## src/rtl/fetch_unit.sv

```systemverilog
// Instruction-fetch stage: owns the fetch PC, issues in-order imem requests over req/gnt + rvalid,
// buffers responses in a small fetch queue and hands them to decode; redirects flush and discard.
module fetch_unit #(
   parameter int              PC_W     = 16,
   parameter int              INSTR_W  = 9,
   parameter int              FQ_DEPTH = 4,
   parameter logic [PC_W-1:0] RESET_PC = '0
) (
   input  logic                          clk,
   input  logic                          reset,
   input  logic                          redirect,
   input  logic [PC_W-1:0]               redirect_pc,
   output logic                          imem_req,
   output logic [PC_W-1:0]               imem_addr,
   input  logic                          imem_gnt,
   input  logic                          imem_rvalid,
   input  logic [INSTR_W-1:0]            imem_rdata,
   output logic                          dec_valid,
   output logic [INSTR_W-1:0]            dec_instr,
   output logic [PC_W-1:0]               dec_pc,
   input  logic                          dec_ready,
   output logic [$clog2(FQ_DEPTH+1)-1:0] fq_count
);

   localparam int              CW        = $clog2(FQ_DEPTH + 1);
   localparam int              AW        = $clog2(FQ_DEPTH);
   localparam logic [CW-1:0]   DEPTH_C   = CW'(FQ_DEPTH);
   localparam logic [AW-1:0]   LAST_SLOT = AW'(FQ_DEPTH - 1);

   logic [PC_W-1:0]    fetch_pc_q, fetch_pc_d;
   logic [PC_W-1:0]    resp_pc_q, resp_pc_d;
   logic [CW-1:0]      count_q, count_d;
   logic [CW-1:0]      outstanding_q, outstanding_d;
   logic [CW-1:0]      discard_q, discard_d;
   logic [AW-1:0]      head_q, head_d;
   logic [AW-1:0]      tail_q, tail_d;
   logic               run_q;
   logic [PC_W-1:0]    fq_pc_q    [FQ_DEPTH];
   logic [INSTR_W-1:0] fq_instr_q [FQ_DEPTH];

   logic has_room;
   logic issue;
   logic rsp;
   logic push;
   logic pop;

   function automatic logic [AW-1:0] next_slot(input logic [AW-1:0] p);
      return (p == LAST_SLOT) ? '0 : p + AW'(1);
   endfunction

   // Queued plus in-flight entries share one budget, so every accepted response has a slot.
   assign has_room  = ({1'b0, count_q} + {1'b0, outstanding_q}) < {1'b0, DEPTH_C};
   assign imem_req  = run_q & ~redirect & has_room;
   assign imem_addr = fetch_pc_q;
   assign issue     = imem_req & imem_gnt;

   assign rsp  = imem_rvalid & (outstanding_q != '0);
   assign push = rsp & ~redirect & (discard_q == '0);

   assign dec_valid = (count_q != '0) & ~redirect;
   assign dec_instr = fq_instr_q[head_q];
   assign dec_pc    = fq_pc_q[head_q];
   assign pop       = dec_valid & dec_ready;
   assign fq_count  = count_q;

   // NOTE: every variable gets a default at the top of always_comb so no path infers a latch.
   always_comb begin
      fetch_pc_d    = fetch_pc_q;
      resp_pc_d     = resp_pc_q;
      count_d       = count_q;
      discard_d     = discard_q;
      head_d        = head_q;
      tail_d        = tail_q;
      outstanding_d = outstanding_q + CW'(issue) - CW'(rsp);

      if (redirect) begin
         fetch_pc_d = redirect_pc;
         resp_pc_d  = redirect_pc;
         count_d    = '0;
         head_d     = '0;
         tail_d     = '0;
         discard_d  = outstanding_q - CW'(rsp);
      end else begin
         if (issue) fetch_pc_d = fetch_pc_q + PC_W'(1);
         if (push) begin
            resp_pc_d = resp_pc_q + PC_W'(1);
            tail_d    = next_slot(tail_q);
         end
         if (pop) head_d = next_slot(head_q);
         if (rsp && (discard_q != '0)) discard_d = discard_q - CW'(1);
         count_d = count_q + CW'(push) - CW'(pop);
      end
   end

   // NOTE: state registers use non-blocking assignments so every flop samples pre-edge values.
   always_ff @(posedge clk or negedge reset) begin
      if (!reset) begin
         fetch_pc_q    <= RESET_PC;
         resp_pc_q     <= RESET_PC;
         count_q       <= '0;
         outstanding_q <= '0;
         discard_q     <= '0;
         head_q        <= '0;
         tail_q        <= '0;
         run_q         <= 1'b0;
      end else begin
         fetch_pc_q    <= fetch_pc_d;
         resp_pc_q     <= resp_pc_d;
         count_q       <= count_d;
         outstanding_q <= outstanding_d;
         discard_q     <= discard_d;
         head_q        <= head_d;
         tail_q        <= tail_d;
         run_q         <= 1'b1;
      end
   end

   // NOTE: queue storage is not reset; count_q alone decides which slots hold valid data.
   always_ff @(posedge clk) begin
      if (push) begin
         fq_pc_q[tail_q]    <= resp_pc_q;
         fq_instr_q[tail_q] <= imem_rdata;
      end
   end

   rvalid_needs_request: assert property (@(posedge clk) disable iff (!reset)
      imem_rvalid |-> (outstanding_q != '0));
   queue_no_overflow: assert property (@(posedge clk) disable iff (!reset)
      push |-> ((count_q != DEPTH_C) || pop));
   queue_no_underflow: assert property (@(posedge clk) disable iff (!reset)
      pop |-> (count_q != '0));
   counters_bounded: assert property (@(posedge clk) disable iff (!reset)
      (discard_q <= outstanding_q) && (outstanding_q <= DEPTH_C));

endmodule

```

## config.mk

```make
export PLATFORM = sky130hd
export DESIGN_NAME = fetch_unit
export DESIGN_NICKNAME = d
export VERILOG_FILES = /design/src/rtl/fetch_unit.sv
export SDC_FILE = /design/constraint.sdc
export NUM_CORES = 1
export LEC_CHECK = 0
export BUFFER_PORTS_ARGS = -buffer_cell sky130_fd_sc_hd__clkbuf_2
export CORE_ASPECT_RATIO = 1.5
export CORE_MARGIN = 4
export CORE_UTILIZATION = 45
export DETAILED_ROUTE_END_ITERATION = 12
export HOLD_SLACK_MARGIN = 0.03
export PLACE_DENSITY = 0.75
export SLEW_MARGIN = 25
export SYNTH_ARGS = -nofsm -noshare
export SYNTH_HDL_FRONTEND = slang
export SYNTH_SLANG_ARGS = --single-unit
```

## constraint.sdc

```tcl
create_clock -name clk -period 3.2 [get_ports clk]
set_input_delay 0.64 -clock clk [delete_from_list [all_inputs] [get_ports clk]]
set_output_delay 0.64 -clock clk [all_outputs]
set_load 0.01 [all_outputs]
```

Word level (Yosys, flattened, before mapping)
Memory sizes are Yosys's and may differ from the RTL's.
Index checks and enable logic that the tools add are counted.

cells by class
  reduce and logical (&&, ||, !) cells = 9
  equality and inequality tests = 2
  $lt $le $gt $ge = 1
  muxes and demuxes = 15
  add/sub/neg operators = 11
  bitwise logic cells = 9

operators with widths
  cell                                                         count
  2-to-1 mux 16 bit                                            4
  adder 16 x 1 -> 16 bit (second input constant)               2
  2-to-1 mux 2 bit                                             6
  2-to-1 mux 3 bit                                             3
  nonzero test 3 bit                                           3
  subtractor 3 x 1 -> 3 bit                                    3
  bitwise AND 1 bit                                            8
  nonzero test 2 bit                                           4
  adder 3 x 1 -> 3 bit                                         2
  adder 2 x 1 -> 2 bit (second input constant)                 2
  adder 3 x 3 -> 4 bit                                         1
  == test 2 bit (second input constant)                        2
  less-than comparator 4 x 3 -> 1 bit (second input constant)  1
  zero test 3 bit                                              1
  subtractor 3 x 1 -> 3 bit (second input constant)            1
  2-to-1 mux 1 bit                                             2
  logical AND 1 bit                                            1
  inverter 1 bit                                               1

word-level totals
  memories = 2
  flip-flop bits (word level) = 46
  input bits = 31
  logic and storage cells = 57
  RAM bits = 100
  output and inout port bits = 46

memories
  memory      depth  width  read ports  clocked after Yosys merged registers in  write ports  line  RTL
  fq_pc_q     4      16     1           0                                        1            38    logic [PC_W-1:0] fq_pc_q [FQ_DEPTH];
  fq_instr_q  4      9      1           0                                        1            39    logic [INSTR_W-1:0] fq_instr_q [FQ_DEPTH];

Depth between registers and ports, before layout
Gate-level depths: netlist of run 1.

  word-level depth = 7
  gate-level depth with buffers = 13
  depth with buffers taken out = 12

Least setup slack after synthesis of run 1
Ideal clock, no wire load.

  path type = reg-to-reg
  start point = reg count_q[2] (netlist: fq_count[2])
  end point = reg outstanding_q[2]
  arrival = 2.723 ns
  setup slack = 0.397 ns
  period minus slack after synthesis = 2.803 ns
  required time = 3.120 ns
  buffers on the path = 2
  stages on the path, launching flop included = 14
  library setup time = 0.080 ns
  cells stage by stage = dfrtp_1 > ha_1 > nor4b_4 > and4_1 > buf_6 > inv_4 > buf_2 > ha_1 > inv_1 > ha_1 > inv_1 > fa_1 > xnor2_1 > xnor2_1

on the way
  cells in the longest elaborated chain, start to end = 6

RTL lines
  element                              line  RTL
  from (decl)                          32    logic [CW-1:0] count_q, count_d;
  from (signal assigned)               109   count_q <= count_d;
  adder 3 x 3 -> 4 bit                 52    assign has_room = ({1'b0, count_q} + {1'b0, outstanding_q}) < {1'b0, DEPTH_C};
  less-than comparator 4 x 3 -> 1 bit  52
  bitwise AND 1 bit                    53    assign imem_req = run_q & ~redirect & has_room;
  bitwise AND 1 bit                    55    assign issue = imem_req & imem_gnt;
  adder 3 x 1 -> 3 bit                 74    outstanding_d = outstanding_q + CW'(issue) - CW'(rsp);
  subtractor 3 x 1 -> 3 bit            74
  named net outstanding_d[2]           33    logic [CW-1:0] outstanding_q, outstanding_d;
  to (signal assigned)                 110   outstanding_q <= outstanding_d;
  to (decl)                            33

The timed path passes the listed nets, and every way through them passes these cells.
A chain may end at the register's enable or synchronous reset.

Worst setup path after layout of run 1
  start point = reg outstanding_q[2]
  end point = reg outstanding_q[2]

on the way
  cells in the longest elaborated chain, start to end = 6
  elaborated cells on any way between the ends = 8
  classes of those cells = add/sub: 3; order compare: 1; bitwise: 3; reduce/logical: 1

RTL lines
  element                              line
  adder 3 x 3 -> 4 bit                 52
  less-than comparator 4 x 3 -> 1 bit  52
  bitwise AND 1 bit                    53
  bitwise AND 1 bit                    55
  adder 3 x 1 -> 3 bit                 74
  subtractor 3 x 1 -> 3 bit (*)        74
  named net outstanding_d[2]           33

The timed path passes the listed nets; every way through them passes the cells marked *.

==> summary.txt, run 1 <==
Distinct cells, synth: 53
Post-DRT Antenna Nets: 0
XOR/XNOR share of the synthesized area: 1.77%
FFs w/ async S/R, synth: 31.5%
Final HPWL DP: 8.51 mm
Post-DP Area: 7080 sq um
Final period util: 85.6%
Final Critical Period: 2740 ps
Largest net degree at the start of global routing: 32
Area of the core: 14000 sq um
GPL Wtd Cong: 0.850
I/O pin total: 77
Average size of a mapped cell: 15.0 sq um
Hold buffer count at CTS: 0
H-tree levels: 4
Worst setup SP type: register
RSZ-0062 raised after global routing: false
Setup_tns: 0 ps
Number of flops mapped to enable cells by yosys: 100
Peak VDD IR: 422 uV
Clk_skew: 14.3 ps
TritonCTS buffer count: 17
Status: finished clean
Yosys top cell area share: 46.7%
Gr ovfl total: 0
Area grow syn2layout: 19.2%
Synth Warn #: 0
Mux contribution to synthesized area: 9.99%
Complex-gate fraction of the synthesized area: 6.78%
Slew Limit Fails: 0
Buffer depth of the longest clock path: 2
Number of global-route vias before repair: 4117
Die height: 154 um
Clock slew seen by the registers of the worst setup and hold paths: 60 ps
Simple-gate share of the synthesized area: 10.2%
Drt via density: 5.45
Sequential fraction of the synthesis area: 64.5%
Die width: 106 um
Initial core utilization: 46.0%
Pre-CTS setup slack: 219 ps
Synthesized net count: 479
DR vias: 3941
Post-Syn Instances: 429
Worst Hold Class: in2async
Area taken by multi-input logic gates: 2120 sq um
Hold WS: 321 ps
FF+latch area: 4160 sq um
Area share of fa/ha/maj cells after synthesis: 3.93%
Synth Cell Area: 6440 sq um
Row count: 53
WP data arrival: 3070 ps
Synth Register Bits: 146
Remaining DRCs: 0
Worst setup margin: 459 ps
Critical path capture point type: register
Diode count: 0
Layout cells sized above 1: 29.4%
Tot GR Track Use: 16.8%
Fillcell total: 1139
DRT Pass-1 Iters: 5
PortBufs: 76
Die Area: 16300 sq um
Max Cap Viol: 0
Clk sinks: 146
Relative slew slack: 40.2%
Setup Fix Bufs, Post-CTS: 0
WL/cell: 17.7 um
Maximum clock rate: 365 MHz
Final setup fails: 0
Initial antenna violation count: 0
Clock Root Buffer: clkbuf_16
Synth area leaders: edfxtp_1, dfrtp_1, mux4_2
WP data required: 3530 ps
Largest family of logic cells by synthesized area: simple AND/OR/NAND/NOR gates
Worst Path Max Fanout: 4
Synth area leader: edfxtp_1
Global-route wire length before repair: 21.3 mm
Leak pwr: 0.00288 uW
Worst-Skew Late Latency: 410 ps
P per Cell Area: 695 nW/um^2
Routed Wire Length: 12.8 mm
Final cell area excluding filler cells: 7670 sq um
Layout Nets: 568
Top FF cell, synth: edfxtp_1
Crit path kind: reg2reg
Drt initial violations: 229
Hold Fails Final Rpt: 0
Worst slew pin tran: 892 ps
CTS tree: done
[stage by stage]
stage	total power (uW)	utilization [%]	std cells
floorplan	3080	-	429
global placement	3390	50.6	691
detailed placement	3440	50.6	691
CTS	5390	54.8	723
global route	5610	54.8	723
finish	5330	54.8	723
[cell usage after synthesis (6+ instances only)]
master,number
edfxtp_1,100
dfrtp_1,46
mux4_2,25
inv_1,22
nor2_1,20
ha_1,17
nand2_1,15
nand3_1,15
nor3_1,11
a21oi_1,10
clkbuf_1,10
o21ai_0,10
xnor2_1,10
a31oi_1,8
mux2i_1,8
nor4_1,8
a221o_1,7
and2_1,6
buf_2,6
nand4_1,6
[cell usage in the layout, fill, tap and decap left out, types with 3 or more instances in the layout]
cell type | netlist | final
buf_4 | 0 | 11
a21oi_1 | 10 | 10
clkbuf_2 | 0 | 76
nor2_1 | 20 | 20
nor4_1 | 8 | 8
nor3_1 | 11 | 11
and4_1 | 3 | 3
clkinvlp_4 | 0 | 4
xor2_1 | 3 | 3
or3_1 | 5 | 5
nand3_1 | 15 | 15
nand4_1 | 6 | 6
or4_1 | 3 | 3
o21ai_0 | 10 | 10
dfrtp_1 | 46 | 45
o211ai_1 | 4 | 4
nand2b_1 | 5 | 5
and2_1 | 6 | 6
mux4_2 | 25 | 25
a221o_1 | 7 | 7
mux2i_1 | 8 | 8
clkbuf_16 | 0 | 17
o21bai_1 | 5 | 5
xnor2_1 | 10 | 10
inv_1 | 22 | 22
inv_6 | 0 | 4
edfxtp_1 | 100 | 100
o31a_1 | 4 | 4
nand2_1 | 15 | 15
ha_1 | 17 | 17
nor3b_1 | 5 | 5
a31oi_1 | 8 | 8
[routing by layer]
layer | GRT usage, % | part of all wire [%] | vias up
li1 | - | - | 1837
met1 | 20.5 | 40 | 1970
met2 | 29.3 | 54 | 124
met3 | 3.30 | 4.7 | 10
met4 | 6.60 | 1.4 | 0
met5 | 0 | 0 | -
[flip-flops by register name, indices dropped and copies added (netlist names)]
name           cells
fq_pc_q           64
fq_instr_q        36
imem_addr         16
resp_pc_q         16
discard_q          3
fq_count           3
outstanding_q      3
head_q             2
tail_q             2
run_q              1
[final cells by class]
type / instances / area share, %
inverters: 24 / 1.21
multi-input cells: 241 / 27.6
repair buffers: 88 / 6.30
flip-flops and latches: 146 / 54.2
well taps: 192 / 3.13
clock inverters: 14 / 2.02
clock buffers: 18 / 5.59
[kinds of logic (layout without fill, tap and decap cells)]
family          Yosys count  in the layout
xor+xnor                 13             13
compound gates           61             61
simple gates            114            114
other cells               1              1
flops                   146            146
mux                      33             33
buf+inv                  42            144
fa+ha+maj                19             19
[power by group]
part / leakage [uW] / internal (uW) / switching, uW
registers: 0.00145 / 2200 / 211
clock network: 0.000272 / 1160 / 768
logic: 0.00116 / 473 / 521
[worst paths after layout]
path	startpoint	to	slack [ps]	cells after the start
hold / removal	reset	fq_count[0]$_DFF_PN0_	320	1
setup / recovery	outstanding_q[2]$_DFF_PN0_	outstanding_q[2]$_DFF_PN0_	460	11
setup reg to reg	outstanding_q[2]$_DFF_PN0_	outstanding_q[2]$_DFF_PN0_	460	11
hold reg to reg	imem_addr[15]$_DFFE_PN0P_	imem_addr[15]$_DFFE_PN0P_	550	1
min in group clk	imem_rdata[1]	fq_instr_q[0][1]$_DFFE_PP_	450	1
max in group asynchronous	reset	resp_pc_q[10]$_DFFE_PN0P_	2120	2
[what timing repair did]
action / in CTS / in global routing
endpoints found under the hold margin: 0 / 0
gates resized for setup: 0 / 1
setup endpoints to repair: 0 / 1
[worst max-delay path, stage by stage, from the launching register on]
cell and delay, ps:
dfrtp_1 460, ha_1 340, nor4b_4 300, and4_1 300, inv_4 40, ha_1 260
inv_1 50, ha_1 130, inv_1 50, fa_1 370, xnor2_1 210, xnor2_1 140
Power figures use the tool's default switching activity.
==> run 2: changes to the inputs <==
--- a/config.mk
+++ b/config.mk
@@ -8,11 +8,12 @@
 export BUFFER_PORTS_ARGS = -buffer_cell sky130_fd_sc_hd__clkbuf_2
 export CORE_ASPECT_RATIO = 1.5
 export CORE_MARGIN = 4
-export CORE_UTILIZATION = 45
+export CORE_UTILIZATION = 55
 export DETAILED_ROUTE_END_ITERATION = 12
+export GPL_ROUTABILITY_DRIVEN = 0
 export HOLD_SLACK_MARGIN = 0.03
-export PLACE_DENSITY = 0.75
-export SLEW_MARGIN = 25
+export PLACE_DENSITY = 0.87
+export SLEW_MARGIN = 0
 export SYNTH_ARGS = -nofsm -noshare
 export SYNTH_HDL_FRONTEND = slang
 export SYNTH_SLANG_ARGS = --single-unit
==> run 2 against run 1 <==
Compared with the run above:
- sequential share of layout area increased by 0.41 points
- register-to-register slack got worse by 60 ps
- clock power about the same
- final cell count decreased by 5.5%
- clock skew decreased by 4.1 ps
- highest routed layer unchanged
==> summary.txt, run 2 (same netlist as run 1, synthesis figures left out) <==
H-tree levels: 4 (unchanged)
Clk sinks: 146 (unchanged)
Routed Wire Length: 12.8 mm (about the same)
CTS tree: done (unchanged)
PortBufs: 76 (unchanged)
P per Cell Area: 702 nW/um^2 (was 695 nW/um^2)
Pre-CTS setup slack: 383 ps (was 219 ps)
# resized after CTS: 0 (unchanged)
Worst-Skew Late Latency: 430 ps (was 410 ps)
TritonCTS buffer count: 17 (unchanged)
Drt via density: 5.90 (was 5.45)
WP data arrival: 3150 ps (was 3070 ps)
Area grow syn2layout: 18.3% (was 19.2%)
Setup_tns: 0 ps (unchanged)
DR vias: 4030 (was 3941)
Diode count: 0 (unchanged)
WL/cell: 18.8 um (was 17.7 um)
Drt initial violations: 183 (was 229)
Commonest non-fill, non-tap cell in the layout: edfxtp_1 (unchanged)
Layout cells sized above 1: 29.8% (was 29.4%)
Number of global-route vias before repair: 4192 (was 4117)
Clk_skew: 10.2 ps (was 14.3 ps)
I/O pin total: 77 (unchanged)
Critical path capture point type: register (unchanged)
Largest net degree at the start of global routing: 31 (was 32)
WP data required: 3550 ps (was 3530 ps)
Fillcell total: 792 (was 1139)
Initial antenna violation count: 0 (unchanged)
Die width: 96.3 um (was 106 um)
Post-DRT Antenna Nets: 0 (unchanged)
Die Area: 13500 sq um (was 16300 sq um)
Worst slew pin tran: 912 ps (was 892 ps)
Final period util: 87.6% (was 85.6%)
Worst Path Max Fanout: 26 (was 4)
Largest registers: fq_pc_q: 64 flops, fq_instr_q: 36 flops (unchanged)
Gr ovfl total: 0 (unchanged)
Buffer depth of the longest clock path: 2 (unchanged)
Setup Fix Bufs, Post-CTS: 0 (unchanged)
Worst setup margin: 397 ps (was 459 ps)
Worst setup SP type: register (unchanged)
Tot GR Track Use: 21.1% (was 16.8%)
DRT Pass-1 Iters: 5 (unchanged)
Area of the core: 11500 sq um (was 14000 sq um)
Remaining DRCs: 0 (unchanged)
Maximum clock rate: 357 MHz (was 365 MHz)
Largest register FFs: 64 (unchanged)
Clock Root Buffer: clkbuf_16 (unchanged)
Peak VDD IR: 443 uV (was 422 uV)
Relative slew slack: 38.9% (was 40.2%)
Leak pwr: 0.00290 uW (was 0.00288 uW)
Most frequent cells in the layout: edfxtp_1, clkbuf_2, dfrtp_1 (unchanged)
Final Critical Period: 2800 ps (was 2740 ps)
Slew Limit Fails: 0 (unchanged)
Clock slew seen by the registers of the worst setup and hold paths: 70 ps (was 60 ps)
Top reg by flops: fq_pc_q (unchanged)
Layout Nets: 570 (was 568)
Hold buffer count at CTS: 0 (unchanged)
Die height: 140 um (was 154 um)
Worst Hold Class: in2async (unchanged)
Row count: 48 (was 53)
Final setup fails: 0 (unchanged)
RSZ-0062 raised after global routing: false (unchanged)
Initial core utilization: 56.1% (was 46.0%)
Hold Fails Final Rpt: 0 (unchanged)
Max Cap Viol: 0 (unchanged)
Crit path kind: reg2reg (unchanged)
Status: finished clean (unchanged)
Global-route wire length before repair: 21.5 mm (was 21.3 mm)
Final HPWL DP: 8.31 mm (was 8.51 mm)
## run 2: layout make-up
cell class	instances	area, sq um	area share (%)
clock buffers	17	425	5.59
clock inverters	15	160	2.10
inverters	24	92.6	1.22
multi-input cells	241	2110	27.7
flip-flops and latches	146	4160	54.6
well taps	150	188	2.47
repair buffers	90	485	6.38
## run 2: stage by stage
stage | power [uW] | instance area (sq um) | hold slack, ps | std cells | util, %
5_1_grt | 5610 | 7610 | 335 | 683 | 66.4
6_report | 5350 | 7610 | 278 | 683 | 66.4
3_3_place_gp | 3380 | 7030 | 502 | 651 | 61.3
2_1_floorplan | 3080 | 6440 | 344 | 429 | -
3_5_place_dp | 3440 | 7030 | 531 | 651 | 61.3
4_1_cts | 5380 | 7610 | 288 | 683 | 66.4
## run 2: layer usage
layer | GRT usage [%] | wire length, um | vias to the layer above | share of wire (%)
li1 | - | - | 1838 | -
met1 | 26.0 | 4920 | 2013 | 38
met2 | 36.1 | 6980 | 165 | 54
met3 | 5.27 | 786 | 14 | 6.1
met4 | 6.43 | 162 | 0 | 1.3
met5 | 0 | 0 | - | 0
## run 2: worst paths after layout
path	start	slack, ps	endpoint	cells after the start
max	outstanding_q[2]$_DFF_PN0_	400	outstanding_q[2]$_DFF_PN0_	11
min	reset	280	run_q$_DFF_PN0_	1
max reg2reg	outstanding_q[2]$_DFF_PN0_	400	outstanding_q[2]$_DFF_PN0_	11
min reg2reg	resp_pc_q[15]$_DFFE_PN0P_	540	fq_pc_q[0][15]$_DFFE_PP_	0
max in group asynchronous	reset	2160	resp_pc_q[1]$_DFFE_PN0P_	2
min in group clk	imem_rdata[2]	430	fq_instr_q[0][2]$_DFFE_PP_	1
## run 2: power by group
part,switching [uW],internal (uW)
clock network,830,1110
logic,532,472
registers,206,2200
## run 2: worst max-delay path, cell delays in order, from the launching register on
cell     delay, ps
dfrtp_1        440
ha_1           330
nor4b_4        280
and4_1         300
inv_4          130
ha_1           290
inv_1           60
ha_1           120
inv_1           50
fa_1           380
xnor2_1        210
xnor2_1        140
